==> config.mk <==
export PLATFORM = sky130hd
export DESIGN_NAME = fifo_wr_arbiter_flat
export DESIGN_NICKNAME = d
export VERILOG_FILES = /design/src/rtl/fifo_wr_arbiter_if.sv /design/src/rtl/fifo_wr_arbiter.sv /design/src/flat_wrapper.sv
export SDC_FILE = /design/constraint.sdc
export NUM_CORES = 1
export LEC_CHECK = 0
export ABC_AREA = 1
export BUFFER_PORTS_ARGS = -buffer_cell sky130_fd_sc_hd__buf_4
export CAP_MARGIN = 20
export CORE_MARGIN = 2
export CORE_UTILIZATION = 48
export CTS_CLUSTER_DIAMETER = 200
export DETAILED_ROUTE_END_ITERATION = 6
export PLACE_DENSITY = 0.84
export SETUP_SLACK_MARGIN = 0.5
export SLEW_MARGIN = 20
export SYNTH_ARGS = -nofsm -noshare
export SYNTH_HDL_FRONTEND = slang
export SYNTH_SLANG_ARGS = --single-unit
==> constraint.sdc <==
create_clock -name clk -period 5.1 [get_ports clk]
set_input_delay 1.53 -clock clk [delete_from_list [all_inputs] [get_ports clk]]
set_output_delay 1.53 -clock clk [all_outputs]
set_load 0.01 [all_outputs]
==> src/rtl/fifo_wr_arbiter_if.sv <==
// Producer-side and FIFO-side signal bundle for fifo_wr_arbiter.
// The arbiter uses the slave modport; the environment driving producers and the FIFO uses master.
interface fifo_wr_arbiter_if #(
  parameter int NUM_REQ    = 4,
  parameter int DATA_WIDTH = 16
);
  localparam int ID_W = (NUM_REQ > 1) ? $clog2(NUM_REQ) : 1;

  logic [NUM_REQ-1:0]            req_valid;
  logic [NUM_REQ*DATA_WIDTH-1:0] req_data;
  logic [NUM_REQ-1:0]            req_ready;
  logic                          fifo_full;
  logic                          fifo_write_ack;
  logic                          fifo_write_enable;
  logic [DATA_WIDTH-1:0]         fifo_data_in;
  logic                          grant_valid;
  logic [ID_W-1:0]               grant_id;
  logic [15:0]                   beats_written;
  logic                          ack_err;

  modport slave (
    input  req_valid, req_data, fifo_full, fifo_write_ack,
    output req_ready, fifo_write_enable, fifo_data_in, grant_valid, grant_id,
           beats_written, ack_err
  );

  modport master (
    output req_valid, req_data, fifo_full, fifo_write_ack,
    input  req_ready, fifo_write_enable, fifo_data_in, grant_valid, grant_id,
           beats_written, ack_err
  );
endinterface

==> src/rtl/fifo_wr_arbiter.sv <==
// Round-robin burst arbiter sharing one sync_fifo write port among NUM_REQ producers,
// with full backpressure and a sticky check that every write is acknowledged.
module fifo_wr_arbiter #(
  parameter int NUM_REQ    = 4,
  parameter int DATA_WIDTH = 16,
  parameter int MAX_BURST  = 4
) (
  input  logic               clk,
  input  logic               rst,
  fifo_wr_arbiter_if.slave   bus
);
  // state | meaning
  // IDLE  | no grant; arbitrate among valid producers starting at rr_ptr
  // BURST | grant held; stream beats until MAX_BURST, valid drop, or reset
  localparam int ID_W  = (NUM_REQ > 1) ? $clog2(NUM_REQ) : 1;
  localparam int CNT_W = $clog2(MAX_BURST + 1);

  typedef enum logic {S_IDLE = 1'b0, S_BURST = 1'b1} state_t;

  state_t            state_q, state_d;
  logic [ID_W-1:0]   rr_ptr_q, rr_ptr_d;
  logic [ID_W-1:0]   grant_id_q, grant_id_d;
  logic [CNT_W-1:0]  beat_cnt_q, beat_cnt_d;
  logic [15:0]       beats_written_q, beats_written_d;
  logic              wr_pend_q, wr_pend_d;
  logic              ack_err_q, ack_err_d;

  logic [ID_W-1:0]   pick_id;
  logic [ID_W-1:0]   next_ptr;
  logic              pick_found;
  int                pick_idx;
  logic              gnt_valid;
  logic              xfer;

  // Modulo wrap done by subtraction so non-power-of-2 NUM_REQ works.
  always_comb begin
    pick_id    = '0;
    pick_found = 1'b0;
    pick_idx   = 0;
    for (int k = 0; k < NUM_REQ; k++) begin
      pick_idx = int'(rr_ptr_q) + k;
      if (pick_idx >= NUM_REQ) pick_idx = pick_idx - NUM_REQ;
      if (!pick_found && bus.req_valid[pick_idx]) begin
        pick_found = 1'b1;
        pick_id    = ID_W'(pick_idx);
      end
    end
  end

  assign gnt_valid = bus.req_valid[grant_id_q];
  assign next_ptr  = (int'(grant_id_q) == NUM_REQ - 1) ? '0 : grant_id_q + ID_W'(1);
  assign xfer      = (state_q == S_BURST) && gnt_valid && !bus.fifo_full;

  always_comb begin
    state_d         = state_q;
    rr_ptr_d        = rr_ptr_q;
    grant_id_d      = grant_id_q;
    beat_cnt_d      = beat_cnt_q;
    beats_written_d = beats_written_q + {15'd0, xfer};
    wr_pend_d       = xfer;
    ack_err_d       = ack_err_q | (wr_pend_q & ~bus.fifo_write_ack);
    if (state_q == S_IDLE) begin
      if (pick_found) begin
        grant_id_d = pick_id;
        beat_cnt_d = '0;
        state_d    = S_BURST;
      end
    end else begin
      if (!gnt_valid) begin
        state_d  = S_IDLE;
        rr_ptr_d = next_ptr;
      end else if (!bus.fifo_full) begin
        beat_cnt_d = beat_cnt_q + CNT_W'(1);
        if (beat_cnt_q == CNT_W'(MAX_BURST - 1)) begin
          state_d  = S_IDLE;
          rr_ptr_d = next_ptr;
        end
      end
    end
  end

  always_comb begin
    bus.req_ready    = '0;
    bus.fifo_data_in = '0;
    if (state_q == S_BURST) begin
      bus.fifo_data_in = bus.req_data[int'(grant_id_q)*DATA_WIDTH +: DATA_WIDTH];
      for (int i = 0; i < NUM_REQ; i++)
        bus.req_ready[i] = (i == int'(grant_id_q)) && !bus.fifo_full;
    end
  end

  assign bus.fifo_write_enable = xfer;
  assign bus.grant_valid       = (state_q == S_BURST);
  assign bus.grant_id          = grant_id_q;
  assign bus.beats_written     = beats_written_q;
  assign bus.ack_err           = ack_err_q;

  always_ff @(posedge clk or posedge rst) begin
    if (rst) begin
      state_q         <= S_IDLE;
      rr_ptr_q        <= '0;
      grant_id_q      <= '0;
      beat_cnt_q      <= '0;
      beats_written_q <= '0;
      wr_pend_q       <= 1'b0;
      ack_err_q       <= 1'b0;
    end else begin
      state_q         <= state_d;
      rr_ptr_q        <= rr_ptr_d;
      grant_id_q      <= grant_id_d;
      beat_cnt_q      <= beat_cnt_d;
      beats_written_q <= beats_written_d;
      wr_pend_q       <= wr_pend_d;
      ack_err_q       <= ack_err_d;
    end
  end
endmodule

==> src/flat_wrapper.sv <==
// flat-port wrapper written by rule: the top's interface ports become plain ports
module fifo_wr_arbiter_flat 
#(
  parameter int NUM_REQ    = 4,
  parameter int DATA_WIDTH = 16,
  parameter int MAX_BURST  = 4
)
  (clk, rst, bus_req_valid, bus_req_data, bus_fifo_full, bus_fifo_write_ack, bus_req_ready, bus_fifo_write_enable, bus_fifo_data_in, bus_grant_valid, bus_grant_id, bus_beats_written, bus_ack_err);
  fifo_wr_arbiter_if #(.NUM_REQ(NUM_REQ), .DATA_WIDTH(DATA_WIDTH)) bus_i ();
  input  logic clk;
  input  logic rst;
  input wire logic [$bits(bus_i.req_valid)-1:0] bus_req_valid;
  input wire logic [$bits(bus_i.req_data)-1:0] bus_req_data;
  input wire logic [$bits(bus_i.fifo_full)-1:0] bus_fifo_full;
  input wire logic [$bits(bus_i.fifo_write_ack)-1:0] bus_fifo_write_ack;
  output wire logic [$bits(bus_i.req_ready)-1:0] bus_req_ready;
  output wire logic [$bits(bus_i.fifo_write_enable)-1:0] bus_fifo_write_enable;
  output wire logic [$bits(bus_i.fifo_data_in)-1:0] bus_fifo_data_in;
  output wire logic [$bits(bus_i.grant_valid)-1:0] bus_grant_valid;
  output wire logic [$bits(bus_i.grant_id)-1:0] bus_grant_id;
  output wire logic [$bits(bus_i.beats_written)-1:0] bus_beats_written;
  output wire logic [$bits(bus_i.ack_err)-1:0] bus_ack_err;
  assign bus_i.req_valid = bus_req_valid;
  assign bus_i.req_data = bus_req_data;
  assign bus_i.fifo_full = bus_fifo_full;
  assign bus_i.fifo_write_ack = bus_fifo_write_ack;
  assign bus_req_ready = bus_i.req_ready;
  assign bus_fifo_write_enable = bus_i.fifo_write_enable;
  assign bus_fifo_data_in = bus_i.fifo_data_in;
  assign bus_grant_valid = bus_i.grant_valid;
  assign bus_grant_id = bus_i.grant_id;
  assign bus_beats_written = bus_i.beats_written;
  assign bus_ack_err = bus_i.ack_err;
  fifo_wr_arbiter #(.NUM_REQ(NUM_REQ), .DATA_WIDTH(DATA_WIDTH), .MAX_BURST(MAX_BURST)) u_core (.clk(clk), .rst(rst), .bus(bus_i));
endmodule
==> flow_summary.json, run 1 <==
{
  "finalSetupViolations": 0,
  "gp_congestion": 0.825,
  "nets": 489,
  "grt_overflow": 0,
  "peakVddDrop_mv": 0.323,
  "drive_gt1_share_pct": 31.0,
  "post-dp-hpwl_um": 4410,
  "wl_per_cell_um": 12.9,
  "hold_path_class": "reg -> reg",
  "cp.required_ns": 3.57,
  "yosys-top-cells-count": "nor2_1 (77), nand2_1 (43), o21ai_0 (39)",
  "clk_pin_slew_ns": 0.08,
  "synth_nets": 383,
  "die_y_um": 68.5,
  "grt_pass1_vias": 1996,
  "async_reset_ff_share_pct": 100,
  "avgSynthCellArea_um2": 6.62,
  "cts_made_buffers": 3,
  "io_buffers": 112,
  "wl_um": 5880,
  "cts_buffer_depth": 2,
  "p_leak_nw": 1.58,
  "chipWidth_um": 68.5,
  "combPwrFrac_pct": 66.7,
  "synth_ff_type": "dfrtp_1",
  "first_pass_iters": 4,
  "max_freq_mhz": 246,
  "synth_seq_cells": 26,
  "multi_input_area_um2": 1180,
  "p_clk_share_pct": 7.9,
  "vias": 2279,
  "ys_warn_count": 0,
  "synth-edff-count": 0,
  "synth.most_common_cell": "nor2_1",
  "num_rows": 23,
  "drc": 0,
  "worst_pin_slew_ns": 0.942,
  "crit_path_max_fanout": 6,
  "setup.worst_path.end_class": "output port",
  "hold_buffers": 0,
  "cap_violations": 0,
  "cts_htree_levels": 1,
  "syn2layout_area_growth_pct": 44.8,
  "period_share_pct": 79.6,
  "insertion_delay_ns": 0.26,
  "syn_inst": 302,
  "synth_area_leaders": "dfrtp_1 (33%), nor2_1 (14%), o21ai_0 (9.8%), nand2_1 (8.1%), ha_1 (5.6%)",
  "die_area_um2": 4690,
  "fin_skew_ns": 0.00178,
  "synth_area_um2": 2000,
  "start_kind": "primary input",
  "p_int_mw": 0.707,
  "synth.distinct_cells": 27,
  "yosys.area.top_type_share_pct": 32.6,
  "grt.total_usage_pct": 23.8,
  "min_period_ns": 4.06,
  "yosysSeqAreaShare_pct": 32.6,
  "switching_power_mw": 0.683,
  "switching_share_pct": 49.1,
  "p_per_area_nw_per_um2": 481,
  "grt_start_max_net_pins": 42,
  "coreArea_um2": 4000,
  "arrival_ns": 2.53,
  "cts-root-buf": "clkbuf_8",
  "status": "complete, no violations",
  "grt_setup_unrepaired": "no",
  "cts.sinks": 26,
  "yosys.area.top_type": "dfrtp_1",
  "busiest_layer": "met2",
  "hold_viol": 0,
  "cts_setup_buffers": 0,
  "fin_setup_tns_ns": 0,
  "ctsResizeCount": 0,
  "path_class": "in -> out",
  "register_area_um2": 651,
  "power_frac_seq_pct": 25.5,
  "boundaryPins": 113,
  "p_total_mw": 1.39,
  "antenna_left": 0,
  "grt_pass1_wl_um": 8680,
  "use_met2_pct": 44.2,
  "n_antenna_cell": 0,
  "nFillCells": 332,
  "slew_headroom_pct": 37.1,
  "routed_via_density": 5.00,
  "cts_tree": "built",
  "drv_slew": 0,
  "start_util_pct": 50.0,
  "drtIter0Drc": 137,
  "antenna_found_initial": 0,
  "use_met1_pct": 28.9,
  "grtUsageMet3_pct": 3.73
}
==> layer usage <==
layer | share of wire [%] | wire length [µm]
met1 | 42 | 2450
met2 | 50 | 2940
met3 | 7.8 | 457
met4 | 0.44 | 26
met5 | 0 | 0
==> cells by family (layout without fill, tap and decap cells) <==
logic type	after synthesis	after routing	synth area share [%]
xor+xnor	14	14	6.14
simple gates	149	149	31.0
buf+inv	40	144	8.14
compound gates	64	64	16.5
fa+ha+maj	9	9	5.64
flops	26	26	32.6
==> final timing paths <==
| check | depth (start not counted) | endpoint | slack [ns] | from |
|---|---|---|---|---|
| max in group asynchronous | 2 | u_core.bus.beats_written[0] | 3.05 | rst |
| worst max-delay path | 6 | bus_fifo_write_enable | 1.04 | bus_req_valid[0] |
| worst max register to register | 13 | u_core.bus.beats_written[10] | 1.91 | u_core.bus.grant_id[1] |
| min in group asynchronous | 2 | u_core.wr_pend_q | 1.48 | rst |
| worst min register to register | 1 | u_core.bus.ack_err | 0.48 | u_core.bus.ack_err |
| worst min-delay path | 1 | u_core.bus.ack_err | 0.48 | u_core.bus.ack_err |
==> per-stage QoR <==
stage | cells | hold WS [ns] | util, % | cell area, µm² | setup slack (ns)
detailed placement | 453 | 0.463 | 71.3 | 2850 | 1.04
floorplan | 302 | 0.463 | - | 2000 | 1.44
global placement | 453 | 0.460 | 71.3 | 2850 | 1.08
finish | 456 | 0.483 | 72.3 | 2890 | 1.04
CTS | 456 | 0.486 | 72.3 | 2890 | 1.04
global route | 456 | 0.532 | 72.3 | 2890 | 0.930
==> layout make-up <==
| class | instances | area share (%) |
|---|---|---|
| clock buffers | 3 | 1.43 |
| inverters | 28 | 3.63 |
| multi-input cells | 236 | 41.0 |
| flip-flops and latches | 26 | 22.5 |
| well taps | 50 | 2.16 |
| repair buffers | 113 | 29.3 |
==> power groups by stage <==
stage | Clock (mW) | Combinational [mW] | Sequential (mW)
after floorplan | 0 | 0.605 | 0.333
after global placement | 0 | 0.915 | 0.353
after detailed placement | 0 | 0.926 | 0.354
after CTS | 0.113 | 0.931 | 0.351
after global routing | 0.125 | 1.05 | 0.366
final | 0.109 | 0.927 | 0.354
==> registers in the layout (all words and copies together) (netlist names) <==
signal	count
u_core.beat_cnt_q	3
u_core.bus.ack_err	1
u_core.bus.beats_written	16
u_core.bus.grant_id	2
u_core.bus.grant_valid	1
u_core.rr_ptr_q	2
u_core.wr_pend_q	1
==> cell usage in the layout, fill, tap and decap left out <==
cell,instances
nand2_2,3
xor2_1,11
nand2_1,43
nor3_1,3
o21ai_1,1
nand4_1,2
o21ai_2,1
dfrtp_1,26
buf_4,113
o21ai_0,39
nor2_4,1
nand2_4,1
nand3_2,1
a21oi_1,20
o31ai_1,1
inv_2,3
xnor2_1,3
clkinv_1,1
nand3_1,18
inv_1,24
a31oi_1,1
clkbuf_8,3
ha_1,9
nor2_1,77
o21bai_1,1
==> worst max-delay path: stages <==
cell     delay (ns)
buf_4          0.08
inv_1          0.04
o21ai_0        0.26
nand4_1        0.27
inv_1          0.20
buf_4          0.15
No activity file was read; power rests on OpenSTA's default activity.
==> run 2, diff against run 1 <==
- CORE_UTILIZATION: 48 -> 45
- PLACE_DENSITY: 0.84 -> 0.79
- clock period: 5.1 -> 3.99 ns (I/O delays scaled with it)
==> run 2 against run 1 <==
Non-clock buffer count up 6. Combinational power up 36%. Wire length up 3.6%. Clock skew up 0.0014 ns. Critical path depth unchanged. Via count up 2.4%. Sequential share of layout area down 0.51 points. Global-route usage up 0.14 points. Die area up 6.3%. Critical path type unchanged.
==> flow_summary.json, run 2 (synthesis results as in run 1) <==
{
  "status": "complete, no violations",
  "grt_pass1_wl_um": 9930,
  "cp_num_buf_inv": 4,
  "die_y_um": 70.6,
  "path_cells": "buf_4 -> inv_1 -> o21ai_0 -> nand4_1 -> inv_1 -> buf_4",
  "final_cell_mix": "buf_4 (118), nor2_1 (77), nand2_1 (43)",
  "largest_reg_flops": 16,
  "p_leak_nw": 1.61,
  "cts_buffer_depth": 2,
  "min_period_ns": 3.34,
  "placed_cells": 458,
  "chipWidth_um": 70.6,
  "coreArea_um2": 4320,
  "die_area_um2": 4990,
  "wl_per_cell_um": 13.1,
  "cts_tree": "built",
  "clk_pin_slew_ns": 0.08,
  "holdWs_ns": 0.484,
  "start_kind": "primary input",
  "grt_start_max_net_pins": 35,
  "switching_share_pct": 48.7,
  "layout_commonest_cell": "buf_4",
  "routed_via_density": 5.03,
  "drtIter0Drc": 119,
  "cts_made_buffers": 3,
  "switching_power_mw": 0.891,
  "cp.required_ns": 2.79,
  "nets": 495,
  "hold_viol": 0,
  "p_total_mw": 1.83,
  "fin_setup_tns_ns": 0,
  "syn2layout_area_growth_pct": 48.2,
  "cap_violations": 0,
  "slew_headroom_pct": 44.7,
  "combPwrFrac_pct": 69.0,
  "n_antenna_cell": 0,
  "drive_gt1_share_pct": 32.0,
  "cts_setup_buffers": 0,
  "boundaryPins": 113,
  "drv_slew": 0,
  "antenna_found_initial": 0,
  "peakVddDrop_mv": 0.401,
  "insertion_delay_ns": 0.26,
  "stdcell_count": 464,
  "setup.worst_path.end_class": "output port",
  "hold_buffers": 0,
  "cpLargestDelayFamily": "buffers and inverters",
  "worst_pin_slew_ns": 0.828,
  "first_pass_iters": 4,
  "num_rows": 24,
  "wl_um": 6090,
  "grt_pass1_vias": 2143,
  "ctsResizeCount": 0,
  "cpMaxStageDelayCell": "nand4_1",
  "path_class": "in -> out",
  "io_buffers": 112,
  "post-dp-hpwl_um": 4680,
  "gp_congestion": 0.820,
  "drc": 0,
  "period_share_pct": 83.8,
  "arrival_ns": 2.14,
  "p_per_area_nw_per_um2": 617,
  "start_util_pct": 46.2,
  "grt_overflow": 0,
  "p_int_mw": 0.937,
  "utilization_pct": 68.5,
  "grt_setup_unrepaired": "no",
  "crit_path_max_fanout": 5,
  "cts-root-buf": "clkbuf_8",
  "cts.sinks": 26,
  "fin_skew_ns": 0.00322,
  "grt.total_usage_pct": 23.9,
  "p_clk_share_pct": 7.7,
  "hold_path_class": "reg -> reg",
  "max_freq_mhz": 299,
  "cts_htree_levels": 1,
  "vias": 2334,
  "finalSetupViolations": 0,
  "critPathMaxStageDelay_ns": 0.25,
  "power_frac_seq_pct": 23.3,
  "antenna_left": 0
}
==> run 2: path summary, 6_finish.rpt <==
| kind | start | end | depth (start not counted) | slack [ns] |
|---|---|---|---|---|
| max | bus_req_valid[0] | bus_fifo_write_enable | 6 | 0.65 |
| min | u_core.bus.ack_err | u_core.bus.ack_err | 1 | 0.48 |
| max reg2reg | u_core.bus.grant_id[0] | u_core.bus.beats_written[10] | 12 | 1.12 |
| min reg2reg | u_core.bus.ack_err | u_core.bus.ack_err | 1 | 0.48 |
| max in group asynchronous | rst | u_core.bus.grant_valid | 3 | 2.69 |
| min in group asynchronous | rst | u_core.bus.beats_written[0] | 2 | 0.90 |
==> run 2: per-layer routing <==
metal | vias up | routed length [µm] | part of all wire, % | track usage, %
met5 | - | 0 | 0 | 0
met4 | 0 | 69 | 1.1 | 5.45
met3 | 9 | 450 | 7.4 | 3.99
met2 | 82 | 2950 | 49 | 41.6
met1 | 1052 | 2620 | 43 | 31.4
li1 | 1191 | - | - | -
==> run 2: through the flow <==
step / setup slack (ns) / area, µm²
final: 0.648 / 2960
after global routing: 0.515 / 2960
after CTS: 0.631 / 2920
after detailed placement: 0.491 / 2880
after global placement: 0.656 / 2880
after floorplan: 0.892 / 2000
==> run 2: cell type report <==
type                    count  area [µm²]
inverters                  28         105
clock buffers               3        41.3
multi-input cells         236        1180
flip-flops and latches     26         651
fillers                   410        1360
repair buffers            119         913
well taps                  52        65.1
==> run 2: power by group through the flow <==
stage               Sequential, mW  Clock [mW]  Combinational (mW)
floorplan                    0.426           0               0.773
finish                       0.426       0.141                1.26
global route                 0.439       0.154                1.41
detailed placement           0.430           0                1.24
CTS                          0.426       0.144                1.24
global placement             0.428           0                1.22
==> run 3, diff against run 2 <==
- CORE_UTILIZATION: 45 -> 40
- PLACE_DENSITY: 0.79 -> 0.75
- clock period: 3.99 -> 2.8 ns (I/O delays scaled with it)
==> run 3 against run 2 <==
Critical path depth increased by 2. Total power increased by 100%. Register-to-register slack got worse by 0.73 ns. Final area increased by 28%. Worst setup slack got worse by 0.41 ns.
==> flow_summary.json, run 3 (synthesis results as in run 1) <==
{
  "stdcell_count": 508,
  "fin_skew_ns": 0.00303,
  "routed_via_density": 5.24,
  "hold_buffers": 0,
  "final_cell_mix": "buf_4 (122), nor2_1 (51), nand2_1 (41)",
  "wl_um": 8310,
  "max_freq_mhz": 391,
  "crit_path_max_fanout": 8,
  "clk_pin_slew_ns": 0.08,
  "fin_setup_tns_ns": 0,
  "placed_cells": 474,
  "peakVddDrop_mv": 0.669,
  "path_cells": "buf_6 -> buf_12 -> buf_16 -> nor2_4 -> nor2_1 -> o21ai_1 -> a21oi_1 -> buf_4",
  "hold_path_class": "reg -> reg",
  "cts_htree_levels": 1,
  "cts.sinks": 26,
  "cts_tree": "built",
  "min_period_ns": 2.56,
  "cts-root-buf": "clkbuf_8",
  "drc": 0,
  "nets": 523,
  "syn2layout_area_growth_pct": 89.1,
  "wl_per_cell_um": 16.4,
  "die_y_um": 74.7,
  "slew_headroom_pct": 71.8,
  "io_buffers": 112,
  "gp_congestion": 0.845,
  "grt_setup_unrepaired": "yes",
  "drive_gt1_share_pct": 48.8,
  "p_total_mw": 3.74,
  "grt.total_usage_pct": 26.5,
  "hold_viol": 0,
  "antenna_left": 0,
  "post-dp-hpwl_um": 4710,
  "critPathMaxStageDelay_ns": 0.45,
  "use_met2_pct": 49.2,
  "cap_violations": 0,
  "period_share_pct": 91.3,
  "grt_pass1_wl_um": 11400,
  "chipWidth_um": 74.7,
  "num_rows": 25,
  "insertion_delay_ns": 0.26,
  "start_util_pct": 41.8,
  "n_antenna_cell": 0,
  "layout_commonest_cell": "buf_4",
  "p_leak_nw": 1.88,
  "first_pass_iters": 4,
  "cts_made_buffers": 3,
  "die_area_um2": 5580,
  "place_ws_ns": 0.0568,
  "p_per_area_nw_per_um2": 991,
  "grtUsageMet3_pct": 6.16,
  "boundaryPins": 113,
  "worst_pin_slew_ns": 0.423,
  "drv_slew": 0,
  "cpMaxStageDelayCell": "dfrtp_2",
  "drtIter0Drc": 264,
  "use_met1_pct": 28.9,
  "arrival_ns": 1.72,
  "cp.required_ns": 1.96,
  "fin_ws_ns": 0.242,
  "start_kind": "register",
  "setup.worst_path.end_class": "output port",
  "status": "complete, no violations",
  "largest_reg_flops": 16,
  "path_class": "reg -> out",
  "coreArea_um2": 4790,
  "grt_start_max_net_pins": 27,
  "grt_pass1_vias": 2486,
  "grt_overflow": 0,
  "utilization_pct": 79.0,
  "nFillCells": 323,
  "cts_buffer_depth": 2,
  "antenna_found_initial": 0,
  "finalSetupViolations": 0,
  "busiest_layer": "met2",
  "vias": 2661
}
-- run 3: where the power goes --
part           internal (mW)  total (mW)  switching (mW)
Clock                  0.125       0.236           0.111
Sequential             0.479       0.649           0.170
Combinational           1.42        2.86            1.44
-- run 3: cell type report --
class	count	area, µm²	area share (%)
Multi-Input combinational cell	236	1460	38.7
Timing Repair Buffer	147	1400	37.0
Sequential cell	26	653	17.3
Inverter	28	126	3.34
Tap cell	67	83.8	2.22
Clock buffer	4	55.1	1.46
-- run 3: timing repair --
action / CTS / global route
gates resized for setup: 84 / 36
cloned: 7 / 1
pin swaps: 35 / 24
setup endpoints to repair: 22 / 31
setup buffers: 19 / 3
-- run 3: metrics by stage --
step	hold WS, ns	cell area (µm²)
after floorplan	0.463	2060
after global routing	0.517	3780
after CTS	0.476	3610
after global placement	0.461	2970
final	0.475	3780
after detailed placement	0.463	2970
-- run 3: worst paths after layout --
check                                              from                            to  slack (ns)  cells past startpoint
max reg2reg                      u_core.bus.grant_id[0]  u_core.bus.beats_written[14]        0.39                     14
max                              u_core.bus.grant_id[0]           bus_fifo_data_in[5]        0.24                      8
min in group asynchronous                           rst  u_core.bus.beats_written[11]        0.63                      3
min reg2reg                u_core.bus.beats_written[15]  u_core.bus.beats_written[15]        0.47                      1
min                        u_core.bus.beats_written[15]  u_core.bus.beats_written[15]        0.47                      1
max in group asynchronous                           rst        u_core.bus.grant_id[0]        1.91                      3
-- run 3: worst max-delay path: cells and delay by family (launching register included) --
family	cells	cell delay [ns]
flops	1	0.45
simple gates	2	0.18
buf+inv	4	0.55
compound gates	2	0.27
-- run 3: routing by layer --
metal | vias to the layer above | part of all wire, % | wire [µm]
met5 | - | 0 | 0
met4 | 0 | 1.9 | 161
met3 | 20 | 8.6 | 714
met2 | 131 | 53 | 4370
met1 | 1256 | 37 | 3060
li1 | 1254 | - | -
